`src/rtl/ifu_fetch.sv`:
```
// Instruction fetch unit: owns the PC, issues one imem read per instruction and
// holds the fetched word for decode until writeback returns the next PC.
module ifu_fetch #(
  parameter logic [31:0] RESET_PC       = 32'h8000_0000,
  parameter int unsigned TIMEOUT_CYCLES = 255,
  parameter int unsigned TMO_W          = 16
) (
  input  logic        clk,
  input  logic        rst,
  output logic        imem_req_valid,
  input  logic        imem_req_ready,
  output logic [31:0] imem_req_addr,
  input  logic        imem_rsp_valid,
  input  logic [31:0] imem_rsp_data,
  input  logic        imem_rsp_err,
  output logic        out_valid,
  input  logic        out_ready,
  output logic [31:0] out_inst,
  output logic [31:0] out_pc,
  output logic [1:0]  out_fault,
  input  logic        wb_valid,
  input  logic [31:0] wb_next_pc,
  output logic        busy
);

  typedef enum logic [2:0] {
    IDLE,
    REQ,
    WAIT,
    DELIVER,
    WAIT_NEXT
  } state_t;

  localparam logic [1:0] FAULT_NONE   = 2'b00;
  localparam logic [1:0] FAULT_ACCESS = 2'b01;
  localparam logic [1:0] FAULT_MISAL  = 2'b10;

  localparam bit              TMO_EN   = (TIMEOUT_CYCLES != 0);
  // Wraps harmlessly when the timeout is disabled; TMO_EN gates its use.
  localparam logic [TMO_W-1:0] TMO_LAST = TMO_W'(TIMEOUT_CYCLES - 1);

  state_t           r_state;
  logic [31:0]      r_pc;
  logic [31:0]      r_inst;
  logic [1:0]       r_fault;
  logic [TMO_W-1:0] r_tmo_cnt;

  state_t           w_state_next;
  logic [31:0]      w_pc_next;
  logic [31:0]      w_inst_next;
  logic [1:0]       w_fault_next;
  logic [TMO_W-1:0] w_tmo_next;
  logic             w_timeout;

  assign w_timeout = TMO_EN && (r_tmo_cnt == TMO_LAST);

  always_ff @(posedge clk or posedge rst) begin
    if (rst) begin
      r_state   <= IDLE;
      r_pc      <= RESET_PC;
      r_inst    <= '0;
      r_fault   <= FAULT_NONE;
      r_tmo_cnt <= '0;
    end else begin
      r_state   <= w_state_next;
      r_pc      <= w_pc_next;
      r_inst    <= w_inst_next;
      r_fault   <= w_fault_next;
      r_tmo_cnt <= w_tmo_next;
    end
  end

  always_comb begin
    w_state_next = r_state;
    w_pc_next    = r_pc;
    w_inst_next  = r_inst;
    w_fault_next = r_fault;
    w_tmo_next   = r_tmo_cnt;
    case (r_state)
      IDLE: w_state_next = REQ;
      REQ: begin
        if (imem_req_ready) begin
          w_state_next = WAIT;
          w_tmo_next   = '0;
        end
      end
      WAIT: begin
        w_tmo_next = r_tmo_cnt + 1'b1;
        // A response in the timeout cycle takes priority over the fault.
        if (imem_rsp_valid) begin
          w_inst_next  = imem_rsp_data;
          w_fault_next = imem_rsp_err ? FAULT_ACCESS : FAULT_NONE;
          w_state_next = DELIVER;
        end else if (w_timeout) begin
          w_inst_next  = '0;
          w_fault_next = FAULT_ACCESS;
          w_state_next = DELIVER;
        end
      end
      DELIVER: begin
        if (out_ready) begin
          w_state_next = WAIT_NEXT;
        end
      end
      WAIT_NEXT: begin
        if (wb_valid) begin
          w_pc_next = wb_next_pc;
          if (wb_next_pc[1:0] == 2'b00) begin
            w_state_next = REQ;
          end else begin
            w_inst_next  = '0;
            w_fault_next = FAULT_MISAL;
            w_state_next = DELIVER;
          end
        end
      end
      default: w_state_next = IDLE;
    endcase
  end

  assign imem_req_valid = (r_state == REQ);
  assign imem_req_addr  = r_pc;
  assign out_valid      = (r_state == DELIVER);
  assign out_inst       = r_inst;
  assign out_pc         = r_pc;
  assign out_fault      = r_fault;
  assign busy           = (r_state != WAIT_NEXT);

endmodule

```
`config.mk`:
```
export PLATFORM = sky130hd
export DESIGN_NAME = ifu_fetch
export DESIGN_NICKNAME = d
export VERILOG_FILES = /design/src/rtl/ifu_fetch.sv
export SDC_FILE = /design/constraint.sdc
export NUM_CORES = 1
export LEC_CHECK = 0
export BUFFER_PORTS_ARGS = -buffer_cell sky130_fd_sc_hd__buf_2
export CORE_ASPECT_RATIO = 0.75
export CORE_MARGIN = 2
export CORE_UTILIZATION = 40
export CTS_CLUSTER_DIAMETER = 50
export CTS_CLUSTER_SIZE = 16
export DETAILED_ROUTE_END_ITERATION = 7
export GPL_TIMING_DRIVEN = 0
export PLACE_DENSITY = 0.72
export SLEW_MARGIN = 20
export SYNTH_ARGS = -nofsm -noshare
export SYNTH_HDL_FRONTEND = slang
export SYNTH_SLANG_ARGS = --single-unit
```
`constraint.sdc`:
```
create_clock -name clk -period 2.8 [get_ports clk]
set_input_delay 0.42 -clock clk [delete_from_list [all_inputs] [get_ports clk]]
set_output_delay 0.42 -clock clk [all_outputs]
set_load 0.02 [all_outputs]
```
==> impl_metrics.csv <==
group,metric,value,unit
global_route,antenna_found_initial,0,
synth,syn_inst,335,
setup_path,cp_slowest_cell,"dfrtp_1",
setup_path,cp_cell_sequence,"clkbuf_1, clkbuf_1, and2_1, buf_2",
sta,min_period,2.398,ns
sta,post-route-period-util,0.8563,
synth,muxShareOfSynthArea,0.1062,
synth,yosysUniqueCellTypes,44,
die,die-area,10960,sq um
synth,synth_top_family_by_area,"compound AO/OA/AOI/OAI gates",
layout,layout_common_cells,"177 x buf_2, 84 x dfrtp_1, 36 x buf_4, 34 x o21a_1",
routing,route.met2.wl,4.690,mm
layout,area_growth_syn_to_layout,33.45,%
placement,hpwl,7.359,mm
synth,synth_edf_count,0,
sta,rsz0062_at_grt,"false",
global_route,grt-ovfl-total,0,
cts,cts_buffer_depth,2,
routing,dr_wl_met3,648,um
cts,cts_tree,"yes",
routing,drc_errors,0,
placement,gp_congestion,0.7931,
layout,nets,591,
setup_path,crit_path_start_kind,"register",
routing,via_count,3278,
setup_path,crit_top_cell,"clkbuf_1",
sta,slew_headroom,0.6266,
synth,synthSimpleGateAreaFrac,0.07968,
global_route,grt_pass1_vias,3432,
cts,cts_resized,0,
setup_path,cp-startpoint,"r_state[0]$_DFFE_PP0P_",
sta,drv_slew,0,
setup_path,required,2.38,ns
die,die_w,120.2,um
global_route,grt_max_degree,45,
setup_path,crit_type,"register to output pin",
die,num_rows,31,
cts,clock-root-buffer,"clkbuf_16",
status,outcome,"complete, no violations",
power,finalPower,6.591,mW
setup_path,worstPathArrival,1.98,ns
sta,holdWs,0.1445,ns
routing,detail_route.wl_per_cell,14.82,um
setup_path,cp_slowest_stage_delay,0.45,ns
routing,drt_iter0_drc,126,
setup_path,cp-end-kind,"output pin",
die,fp.dieH,91.16,um
cts,cts.reportedPaths.clkPinSlew,0.06,ns
setup_path,crit_buf_inv,3,
global_route,grt_pass1_wl,16.09,mm
power,powerDensity,1219,nW/um^2
sta,max_freq,417.1,MHz
routing,routed_wirelength,9.704,mm
synth,synth_compound_area_frac,0.1884,
die,start_util,0.4161,
placement,portBuffers,171,
cts,post_cts_buffers,0,
synth,synth-main-ff-cell,"dfrtp_1",
routing,ant_nets,0,
layout,final_core_util,0.5553,
cts,htreeDepth,3,
synth,yosys.area_share.xor_xnor,0.004324,
layout,layoutNonFillerInstCount,655,
routing,met1_length,4.214,mm
cts,cts_buffers,9,
synth,ys_ff_latch,85,
synth,seq_area_frac_synth,0.5253,
placement,dp_cells,639,
setup_path,critical_path.top_delay_family,"buffers and inverters",
routing,top_layer,"met4",
synth,synthArstFlopShare,1.000,
synth,synth_fa_ha_area_frac,0.006177,
routing,drt-pass1-iter-count,4,
sta,skew,0.006294,ns
synth,synth_nets,408,
setup_path,path_max_fanout,10,
min_path,hold_path_class,"input pin to async pin",
cts,cts.sinks,85,
flow_run,maxCapViolations,0,
setup_path,r2r-start,"r_tmo_cnt[0]$_DFFE_PP0P_",
layout,drive_gt1_frac,0.5124,
die,design.core.area,9736,sq um
power,vdd_ir_drop_max,595.4,uV
layout,final_common_cell,"buf_2",
synth,yosysWarnings,0,
cts,insertion_delay,0.33,ns
global_route,grt_usage,0.1835,
power,p_leak,2.777,nW
sta,setup_viol,0,
die,ios,172,
cts,postCtsHoldBufs,0,
routing,viasPerCell,5.005,
layout,antennaDiodeCount,0,
synth,syn_area,4051,sq um
sta,worst_pin_slew,0.5583,ns
synth,syn_area_per_cell,12.09,sq um
sta,finalHoldViolCount,0,
-- metal layers --
layer  vias up  track usage
met1      1586       0.2260
met5         -            0
met3        14      0.05905
met2       103       0.3097
li1       1575            -
met4         0      0.05233
-- final timing paths --
kind / slack, ns / end / cells after the start
worst max-delay path: 0.40 / out_valid / 4
worst min-delay path: 0.14 / imem_req_addr[22]$_DFFE_PP0P_ / 2
worst max register to register: 0.68 / out_inst[21]$_DFFE_PP0P_ / 8
worst min register to register: 0.49 / r_tmo_cnt[4]$_DFFE_PP0P_ / 1
max in group asynchronous: 2.06 / out_inst[6]$_DFFE_PP0P_ / 3
min in group clk: 0.31 / r_state[2]$_DFFE_PP0P_ / 2
-- power by group --
| part | switching [mW] | internal, mW | total [mW] |
|---|---|---|---|
| clock | 0.458 | 0.740 | 1.20 |
| combinational | 1.84 | 1.42 | 3.26 |
| sequential | 0.412 | 1.73 | 2.14 |
-- layout make-up --
class,count,area (sq um)
Buffer,52,337.8
Clock buffer,13,260.3
Clock inverter,3,43.79
Fill cell,865,4329
Inverter,7,28.78
Multi-Input combinational cell,191,1559
Sequential cell,85,2128
Tap cell,132,165.2
Timing Repair Buffer,172,883.3
-- worst reg2reg max path, stage by stage (launching register included) --
cell and delay, ns:
dfrtp_1 0.48, inv_1 0.10, ha_1 0.15, nor4b_1 0.23, nand4_1 0.16, o21a_1 0.19
buf_4 0.16, buf_4 0.17, a221o_1 0.36
-- synthesized netlist by cell type, drive strengths merged (3+ instances only) --
library cell | number | area, sq um
nand2 | 16 | 60.06
o21a | 34 | 255.2
nand4 | 5 | 46.29
mux2i | 7 | 70.07
and2 | 4 | 25.02
o211ai | 4 | 30.03
nor2 | 5 | 18.77
dfrtp | 84 | 2102
inv | 7 | 26.28
a221o | 32 | 320.3
nand3 | 5 | 25.02
a21oi | 4 | 20.02
clkbuf | 10 | 37.54
and3 | 4 | 26.28
o21ai | 9 | 45.04
mux2 | 32 | 360.4
o31ai | 3 | 22.52
buf | 42 | 300.3
-- state kept, by name, summed over array words and instances (netlist names) --
signal,cells
imem_req_addr,32
out_inst,32
r_tmo_cnt,16
r_state,3
out_fault,2
-- cells by family after synthesis --
kind of cell | count (synthesis)
AO/OA/AOI/OAI | 94
XOR/XNOR | 2
adder cells (fa/ha/maj) | 2
buffers and inverters | 59
flip-flops | 85
multiplexers | 39
AND/OR/NAND/NOR | 54
-- stage by stage --
step	setup slack (ns)	area (sq um)	setup TNS, ns
final	0.4022	5406	0
after global routing	0.2030	5406	0
after CTS	0.3706	5406	0
after detailed placement	0.6722	5102	0
after global placement	-0.8424	5072	-70.39
after floorplan	0.1882	4051	0
Note: power is estimated with default switching activity, not from simulation.
